File: src/rtl/uart_pkg.sv
// ---- uart_pkg : state encodings and default line settings shared by rx/tx ----
// ---- rev 1.0 -----------------------------------------------------------------
`default_nettype none

package uart_pkg;

  typedef enum logic [1:0] {
    IDLE  = 2'b00,
    START = 2'b01,
    DATA  = 2'b10,
    STOP  = 2'b11
  } uart_state_e;

  localparam int DEFAULT_BAUDRATE     = 115200;
  localparam int DEFAULT_CLK_FREQ_MHZ = 125;

  function automatic int baud_count(input int clk_freq_mhz, input int baudrate);
    return (clk_freq_mhz * 1_000_000) / baudrate;
  endfunction

endpackage

`default_nettype wire

File: src/rtl/uart_sync.sv
// ---- uart_sync : 2-flop synchronizer plus one delayed copy for falling-edge detect ----
// ---- rev 1.0 --------------------------------------------------------------------------
`default_nettype none

module uart_sync (
  input  logic clk,
  input  logic rst,
  input  logic async_i,
  output logic sync_o,
  output logic fall_o
);

  logic meta;
  logic sync_q;
  logic delay_q;

  // Flops reset high so a released reset never looks like a start edge.
  always_ff @(posedge clk) begin
    if (rst) begin
      meta    <= 1'b1;
      sync_q  <= 1'b1;
      delay_q <= 1'b1;
    end else begin
      meta    <= async_i;
      sync_q  <= meta;
      delay_q <= sync_q;
    end
  end

  assign sync_o = sync_q;
  assign fall_o = delay_q & ~sync_q;

endmodule

`default_nettype wire

File: src/rtl/uart_rx.sv
// ---- uart_rx : mid-bit sampling UART receiver, LSB first, one stop bit ----
// ---- rev 1.0 --------------------------------------------------------------
`default_nettype none

module uart_rx
  import uart_pkg::*;
#(
  parameter int DATA_WIDTH     = 8,
  parameter int BAUDRATE       = DEFAULT_BAUDRATE,
  parameter int CLK_FREQ_MHZ   = DEFAULT_CLK_FREQ_MHZ,
  parameter int BAUDRATE_COUNT = baud_count(CLK_FREQ_MHZ, BAUDRATE)
) (
  input  logic                  clk,
  input  logic                  rst,
  input  logic                  rx,
  output logic [DATA_WIDTH-1:0] data_o,
  output logic                  rx_valid,
  output logic                  rx_busy,
  output logic                  frame_err
);

  localparam int HALF_COUNT = BAUDRATE_COUNT / 2;
  localparam int BAUD_W     = $clog2(BAUDRATE_COUNT) + 1;
  localparam int BIT_W      = $clog2(DATA_WIDTH) + 1;

  localparam logic [BAUD_W-1:0] HALF_LAST = BAUD_W'(HALF_COUNT - 1);
  localparam logic [BAUD_W-1:0] FULL_LAST = BAUD_W'(BAUDRATE_COUNT - 1);
  localparam logic [BIT_W-1:0]  BIT_LAST  = BIT_W'(DATA_WIDTH - 1);

  uart_state_e state;
  uart_state_e next_state;

  logic                  rx_s;
  logic                  rx_fall;
  logic [BAUD_W-1:0]     baud_cnt;
  logic [BIT_W-1:0]      bit_cnt;
  logic [DATA_WIDTH-1:0] shreg;

  logic half_hit;
  logic full_hit;
  logic shift_en;
  logic stop_ok;
  logic stop_bad;

  uart_sync u_sync (
    .clk     (clk),
    .rst     (rst),
    .async_i (rx),
    .sync_o  (rx_s),
    .fall_o  (rx_fall)
  );

  always_ff @(posedge clk) begin
    if (rst) begin
      state <= IDLE;
    end else begin
      state <= next_state;
    end
  end

  always_comb begin
    next_state = state;
    half_hit   = (baud_cnt == HALF_LAST);
    full_hit   = (baud_cnt == FULL_LAST);
    shift_en   = 1'b0;
    stop_ok    = 1'b0;
    stop_bad   = 1'b0;
    case (state)
      IDLE: begin
        // Edge, not level: a line stuck low (e.g. after a framing error) stays idle.
        if (rx_fall) begin
          next_state = START;
        end
      end
      START: begin
        if (half_hit) begin
          next_state = rx_s ? IDLE : DATA;
        end
      end
      DATA: begin
        if (full_hit) begin
          shift_en = 1'b1;
          if (bit_cnt == BIT_LAST) begin
            next_state = STOP;
          end
        end
      end
      STOP: begin
        if (full_hit) begin
          stop_ok    = rx_s;
          stop_bad   = ~rx_s;
          next_state = IDLE;
        end
      end
      default: next_state = IDLE;
    endcase
  end

  always_ff @(posedge clk) begin
    if (rst) begin
      baud_cnt  <= '0;
      bit_cnt   <= '0;
      shreg     <= '0;
      data_o    <= '0;
      rx_valid  <= 1'b0;
      frame_err <= 1'b0;
    end else begin
      // The counter restarts at each data sample so it times the next mid-bit point.
      if (state == IDLE || next_state != state || shift_en) begin
        baud_cnt <= '0;
      end else begin
        baud_cnt <= baud_cnt + 1'b1;
      end

      if (state != DATA || next_state != state) begin
        bit_cnt <= '0;
      end else if (shift_en) begin
        bit_cnt <= bit_cnt + 1'b1;
      end

      if (shift_en) begin
        shreg <= {rx_s, shreg[DATA_WIDTH-1:1]};
      end

      if (stop_ok) begin
        data_o <= shreg;
      end
      rx_valid  <= stop_ok;
      frame_err <= stop_bad;
    end
  end

  assign rx_busy = (state != IDLE);

endmodule

`default_nettype wire

File: config.mk
export PLATFORM = sky130hd
export DESIGN_NAME = uart_rx
export DESIGN_NICKNAME = d
export VERILOG_FILES = /design/src/rtl/uart_pkg.sv /design/src/rtl/uart_sync.sv /design/src/rtl/uart_rx.sv
export SDC_FILE = /design/constraint.sdc
export NUM_CORES = 1
export LEC_CHECK = 0
export ABC_AREA = 1
export CORE_MARGIN = 2
export CORE_UTILIZATION = 54
export CTS_BUF_LIST = sky130_fd_sc_hd__clkbuf_4 sky130_fd_sc_hd__clkbuf_8 sky130_fd_sc_hd__clkbuf_16
export CTS_CLUSTER_SIZE = 8
export DETAILED_ROUTE_END_ITERATION = 8
export DONT_BUFFER_PORTS = 1
export HOLD_SLACK_MARGIN = 0.15
export PLACE_DENSITY = 0.77
export REMOVE_ABC_BUFFERS = 1
export SLEW_MARGIN = 20
export SYNTH_ARGS = -nofsm -noshare
export SYNTH_HDL_FRONTEND = slang
export SYNTH_SLANG_ARGS = --single-unit
File: constraint.sdc
create_clock -name clk -period 1.49 [get_ports clk]
set_clock_uncertainty 0.05 [all_clocks]
set_input_delay 0.298 -clock clk [delete_from_list [all_inputs] [get_ports clk]]
set_output_delay 0.298 -clock clk [all_outputs]
set_load 0.005 [all_outputs]
==> metrics, run 1 <==
status=finished, violations left; violated checks=setup timing; placed cell areas=1958 µm²; Post-Layout Cell Count=307; post-synth cell types=26; number of global-route vias before repair=1,332; PwrDens=743.7 nW/µm²; FF-to-FF Start=baud_cnt[0]$_SDFF_PP0_; hold path depth=3; Worst EP required=1.73 ns; Post-Syn Area=1730 µm²; Sink Count=39; Worst-path clk slew=0.11 ns; Die Y-Extent=60.61 µm; DRT iter0 DRCs=112; crit path time final=1.726 ns; Synth Register Bits=39; CP Buf/Inv Count=4; grt ovf=0; Initial Utilization=56.68%; Via density=4.932; global-route wire length before repair=5457 µm; Routed Antenna Nets=0; ys async rst share=0%; Die Wd=60.61 µm; clk buf depth=2; Worst VDD drop=0.0004745 V; fin nets=270; Max-slew headroom=58.57%; IO buf count=0; Avg Inst Size Synth=7.657 µm²; Top delay family on crit path=simple AND/OR/NAND/NOR gates; Synth Flop Type=dfxtp_1; register cell area after layout=784.5 µm²; RSZ-0062 raised after global routing=true; yosys warns=0; arrival time of the worst setup path=1.96 ns; CP Cell Sequence=inv_2, ha_4, inv_1, nor2_2, nand3_2, buf_6, nor2_4, nor3_1, nand3_2, buf_12, nor2_2; I/O pin count=14; fill cell count=230; Worst path max stage delay=0.36 ns; post-place setup slack=-0.1894 ns; routed wl met3=138 µm; wire per inst=11.70 µm; internal reg-to-reg setup slack=-0.24 ns; Core Area=3053 µm²; Top Metal Used=met4; top-area cell type share of the netlist area=45.12%; Hold Startpoint=rst; Skew-Pair Late Insertion Delay=0.34 ns; r2r endpoint=baud_cnt[11]$_SDFF_PP0_; Worst Setup Start Kind=flop; Post-DP HPWL=2209 µm; CTS Root Cell=clkbuf_4; Power Total=0.001659 W; cell area after layout=2231 µm²; Worst Hold Path EP=bit_cnt[1]$_SDFFE_PP0P_; layout cell share with drive strength beyond 1=34.60%; Multi-input gate area=885.9 µm²; most frequent cells after synthesis=inv_1, dfxtp_1, nand2_1, nor2_1, o21ai_0; hold crit path type=input pin to flop; area grow syn2layout=28.92%; top-count cell post-synth=inv_1; Mapped Cells=226; M1 WL=1626 µm; EDFF count, synth=0; Worst Tran Pin Value=0.6207 ns; f_max=579.4 MHz; Worst R2R Path Depth=11; CTS tree=done; level count of the clock H-tree=2; Final Cycle Share=115.8%; register area share after synthesis=45.12%; switching pwr=0.0003673 W; final setup violation count=23; dpl cells=291; critical path class=flop to flop; largest net degree at the start of global routing=19; vias=1,514; Leak=0.8960 nW; Total GRT Usage=19.78%; Final Hold Fails=0; Critical Path Slowest Stage Cell=dfxtp_2; DIE AREA=3673 µm²; Final GP Congestion=0.7981; initial antenna violation count=0; Worst Setup End Kind=flop; max cap viols=0; Sw Share=22.14%; largest area contributor in the netlist=dfxtp_1; met2 WL=1781 µm; Worst Path Max Fanout=12; Int Power=0.001292 W; power share of the sequential group=63.5%; crit path launch=baud_cnt[0]$_SDFF_PP0_; row count=20; final worst slack=-0.2359 ns; fin. max-slew vios=0; clock share of power=32.7%; ant diodes=0; Routed WL=3591 µm; drt drc=0; First-pass DRT Iterations=4; synth top area cells=dfxtp_1, inv_1, nand2_1; Comb power frac=3.7%; total CTS buffers=5
## worst register-to-register path: stages (launching register included)
cell and delay [ns]:
dfxtp_2 0.36, inv_2 0.05, ha_4 0.15, inv_1 0.07, nor2_2 0.04, nand3_2 0.11
buf_6 0.12, nor2_4 0.04, nor3_1 0.29, nand3_2 0.14, buf_12 0.17, nor2_2 0.08
## logic make-up after synthesis
family / share of synthesized area [%]
buffers and inverters: 10.92
AOI/OAI and AO/OA: 9.834
and+or+nand+nor: 24.66
DFF: 45.12
xor gates and xnor gates: 6.580
adders and majority gates: 2.892
## stage by stage
stage	util (%)	hold WS, ns	setup TNS (ns)
CTS	68.98	0.1518	-2.780
finish	73.07	0.1747	-3.444
detailed placement	64.14	0.3245	-4.302
global route	73.07	0.1850	-6.742
floorplan	-	0.3196	-3.030
global placement	64.14	0.3250	-2.180
## flip-flops by register name, summed over array words and instances (netlist names)
| signal | count |
|---|---|
| baud_cnt | 12 |
| data_o | 8 |
| shreg | 8 |
| bit_cnt | 4 |
| state | 2 |
| frame_err | 1 |
| rx_valid | 1 |
| u_sync.delay_q | 1 |
| u_sync.meta | 1 |
| u_sync.sync_o | 1 |
## cell type report
type / count / area share (%)
clock buffer: 6 / 2.299
multi-input combinational: 141 / 39.71
inverter: 43 / 7.235
tap: 44 / 2.468
sequential: 39 / 35.17
timing repair buffer: 33 / 12.90
clock inverter: 1 / 0.2243
## power by group through the flow
stage / combinational, W / clock (W) / sequential (W)
detailed placement: 0.0000417 / 0 / 0.00108
CTS: 0.0000523 / 0.000562 / 0.00105
global route: 0.0000664 / 0.000596 / 0.00106
global placement: 0.0000418 / 0 / 0.00108
finish: 0.0000621 / 0.000543 / 0.00105
floorplan: 0.0000302 / 0 / 0.00108
## worst max path at each step
| stage | endpoint | slack (ns) | cells after the start |
|---|---|---|---|
| after detailed placement | baud_cnt[5]$_SDFF_PP0_ | -0.19 | 12 |
| after CTS | baud_cnt[11]$_SDFF_PP0_ | -0.18 | 12 |
| after global routing | baud_cnt[11]$_SDFF_PP0_ | -0.34 | 11 |
| final | baud_cnt[11]$_SDFF_PP0_ | -0.24 | 11 |
| after floorplan | baud_cnt[5]$_SDFF_PP0_ | -0.20 | 9 |
| after global placement | data_o[4]$_SDFFE_PP0P_ | -0.14 | 9 |
## cell usage in the layout, fill, tap and decap left out, types with 2 or more instances in the layout
cell	n
nand3_2	3
or2_2	2
a21oi_1	8
nand3_1	9
nor2_1	25
buf_4	24
o21ai_1	7
inv_2	6
dlygate4sd3_1	2
inv_1	37
o21ai_0	3
nor2_2	12
nand2_1	26
nor2_4	4
ha_1	3
xnor2_1	3
clkbuf_4	5
nand2_4	2
nand2_2	3
dfxtp_1	36
xor2_1	10
dfxtp_2	3
o21ai_2	9
buf_6	6
a21oi_2	7
## what timing repair did
item	4_1_cts	5_1_grt
resized for setup	23	36
setup buffers	1	4
gates cloned	1	1
setup endpoints to repair	34	35
endpoints found under the hold margin	4	0
pin swaps	6	5
hold buffers	2	0
## metal layers
metal  GRT usage [%]  vias up
li1                -      770
met1           25.20      706
met2           32.41       32
met3           4.478        6
met4           8.075        0
met5               0        -
(Power assumes the default switching activity.)
==> run 2: changes to the inputs <==
--- a/config.mk
+++ b/config.mk
@@ -7,13 +7,13 @@
 export LEC_CHECK = 0
 export ABC_AREA = 1
 export CORE_MARGIN = 2
-export CORE_UTILIZATION = 54
+export CORE_UTILIZATION = 34
 export CTS_BUF_LIST = sky130_fd_sc_hd__clkbuf_4 sky130_fd_sc_hd__clkbuf_8 sky130_fd_sc_hd__clkbuf_16
 export CTS_CLUSTER_SIZE = 8
 export DETAILED_ROUTE_END_ITERATION = 8
 export DONT_BUFFER_PORTS = 1
 export HOLD_SLACK_MARGIN = 0.15
-export PLACE_DENSITY = 0.77
+export PLACE_DENSITY = 0.55
 export REMOVE_ABC_BUFFERS = 1
 export SLEW_MARGIN = 20
 export SYNTH_ARGS = -nofsm -noshare
==> run 2 against run 1 <==
Sequential power hardly changed; worst setup slack better by 0.0085 ns; power is 21% higher; the flow still finishes with violations (setup timing); first-iteration DRC count is 41% lower; register-to-register slack hardly changed; sequential cell count stayed put; sequential share of layout area is 3.3 points lower; clock power is 61% higher; combinational power is 17% higher.
==> metrics, run 2 (synthesis results as in run 1) <==
status=finished, violations left (unchanged); violated checks=setup timing (unchanged); Core Area=4817 µm² (was 3053 µm²); I/O pin count=14 (unchanged); Final Cycle Share=115.3% (was 115.8%); drt drc=0 (unchanged); fin. max-slew vios=0 (unchanged); Critical Path Slowest Stage Cell=dfxtp_2 (unchanged); Final GP Congestion=0.7183 (was 0.7981); IO buf count=0 (unchanged); RSZ-0062 raised after global routing=true (unchanged); hold crit path type=input pin to flop (unchanged); Final Hold Fails=0 (unchanged); most common cell after layout, fill and taps aside=inv_1 (unchanged); DRT iter0 DRCs=66 (was 112); f_max=582.3 MHz (was 579.4 MHz); most frequent cells in the layout=inv_1, dfxtp_1, buf_4 (was inv_1, dfxtp_1, nand2_1); Die Y-Extent=75.34 µm (was 60.61 µm); Top reg by flops=baud_cnt (unchanged); Worst Path Max Fanout=6 (was 12); CTS Root Cell=clkbuf_8 (was clkbuf_4); DIE AREA=5676 µm² (was 3673 µm²); Sink Count=39 (unchanged); critical path class=flop to flop (unchanged); vias=1,477 (was 1,514); Via density=4.319 (was 4.932); Multi-input gate area=913.4 µm² (was 885.9 µm²); Top Metal Used=met4 (unchanged); routed wl met3=145 µm (was 138 µm); Worst EP required=1.63 ns (was 1.73 ns); First-pass DRT Iterations=4 (unchanged); level count of the clock H-tree=2 (unchanged); final worst slack=-0.2275 ns (was -0.2359 ns); Initial Utilization=35.92% (was 56.68%); setup TNS=-4.494 ns (was -3.444 ns); CP Cell Sequence=inv_2, ha_4, inv_1, nor2_1, nand3_2, buf_6, nor2_4, nor3_2, nand3_4, clkbuf_16, nor2_2 (was inv_2, ha_4, inv_1, nor2_2, nand3_2, buf_6, nor2_4, nor3_1, nand3_2, buf_12, nor2_2); crit path time final=1.717 ns (was 1.726 ns); Die Wd=75.34 µm (was 60.61 µm); Worst Tran Pin Value=0.5253 ns (was 0.6207 ns); Worst VDD drop=0.0004343 V (was 0.0004745 V); met2 WL=1622 µm (was 1781 µm); ant diodes=0 (unchanged); max reg flops=12 (unchanged); wire per inst=10.72 µm (was 11.70 µm); final setup violation count=33 (was 23); area grow syn2layout=41.94% (was 28.92%); global-route wire length before repair=6003 µm (was 5457 µm); initial antenna violation count=0 (unchanged); max cap viols=0 (unchanged); Skew-Pair Late Insertion Delay=0.29 ns (was 0.34 ns); register cell area after layout=783.3 µm² (was 784.5 µm²); Worst-path clk slew=0.08 ns (was 0.11 ns); Leak=0.9604 nW (was 0.8960 nW); final core utilization=50.99% (was 73.07%); layout cell share with drive strength beyond 1=35.64% (was 34.60%); fill cell count=486 (was 230); row count=25 (was 20); Worst path max stage delay=0.33 ns (was 0.36 ns); CTS tree=done (unchanged); number of global-route vias before repair=1,388 (was 1,332); biggest regs=baud_cnt (12), data_o (8), shreg (8) (unchanged); Routed WL=3667 µm (was 3591 µm); Max-slew headroom=64.61% (was 58.57%); Worst Setup End Kind=flop (unchanged); Post-DP HPWL=2385 µm (was 2209 µm); grt ovf=0 (unchanged); total CTS buffers=5 (unchanged); M1 WL=1821 µm (was 1626 µm); fin nets=281 (was 270); clk buf depth=2 (unchanged); Worst Setup Start Kind=flop (unchanged); PwrDens=814.5 nW/µm² (was 743.7 nW/µm²); largest net degree at the start of global routing=19 (unchanged); Routed Antenna Nets=0 (unchanged); Total GRT Usage=14.14% (was 19.78%); arrival time of the worst setup path=1.86 ns (was 1.96 ns)
[run 2: stage by stage]
stage	hold slack (ns)	instance area [µm²]	setup slack, ns	power, W	cells
5_1_grt	0.1992	2456	-0.3397	0.002076	342
2_1_floorplan	0.3196	1703	-0.2006	0.001105	222
3_5_place_dp	0.3253	2077	-0.1732	0.001120	326
4_1_cts	0.1656	2310	-0.1572	0.002020	339
3_3_place_gp	0.3230	2077	-0.1474	0.001120	326
6_report	0.1882	2456	-0.2275	0.002001	342
[run 2: power breakdown]
part           switching [W]  internal [W]  leakage [nW]
logic              0.0000400     0.0000329         0.587
clock network       0.000377      0.000498        0.0581
registers         0.00000569       0.00105         0.316
[run 2: cell type report]
| class | count | area share, % |
|---|---|---|
| tap | 67 | 3.413 |
| multi-input combinational | 140 | 37.19 |
| clock buffer | 5 | 2.802 |
| timing repair buffer | 45 | 16.25 |
| inverter | 43 | 6.673 |
| clock inverter | 3 | 1.783 |
| sequential | 39 | 31.89 |
[run 2: repair_timing]
action / 4_1_cts / 5_1_grt
buffers inserted: 2 / 2
hold buffers: 2 / 0
setup endpoints to repair: 33 / 34
endpoints found under the hold margin: 4 / 0
pin swaps: 5 / 11
gates resized for setup: 28 / 28
cloned: 1 / 1
[run 2: critical path, delay by kind of cell, from the launching register on]
| family | cells | cell delay [ns] |
|---|---|---|
| buffers and inverters | 4 | 0.45 |
| adders and majority gates | 1 | 0.15 |
| and+or+nand+nor | 6 | 0.65 |
| DFF | 1 | 0.33 |
[run 2: metal layers]
layer,vias to the layer above,track usage [%]
met2,14,20.97
met1,670,18.49
met4,0,6.433
li1,787,-
met3,6,5.026
met5,-,0
[run 2: worst paths after layout]
kind                                              from  slack [ns]  cells after the start                        to
worst max-delay path            baud_cnt[1]$_SDFF_PP0_       -0.23                     11    baud_cnt[3]$_SDFF_PP0_
worst min-delay path                               rst        0.19                      3   bit_cnt[0]$_SDFFE_PP0P_
worst max register to register  baud_cnt[1]$_SDFF_PP0_       -0.23                     11    baud_cnt[3]$_SDFF_PP0_
worst min register to register  u_sync.meta$_SDFF_PP1_        0.36                      1  u_sync.sync_o$_SDFF_PP1_
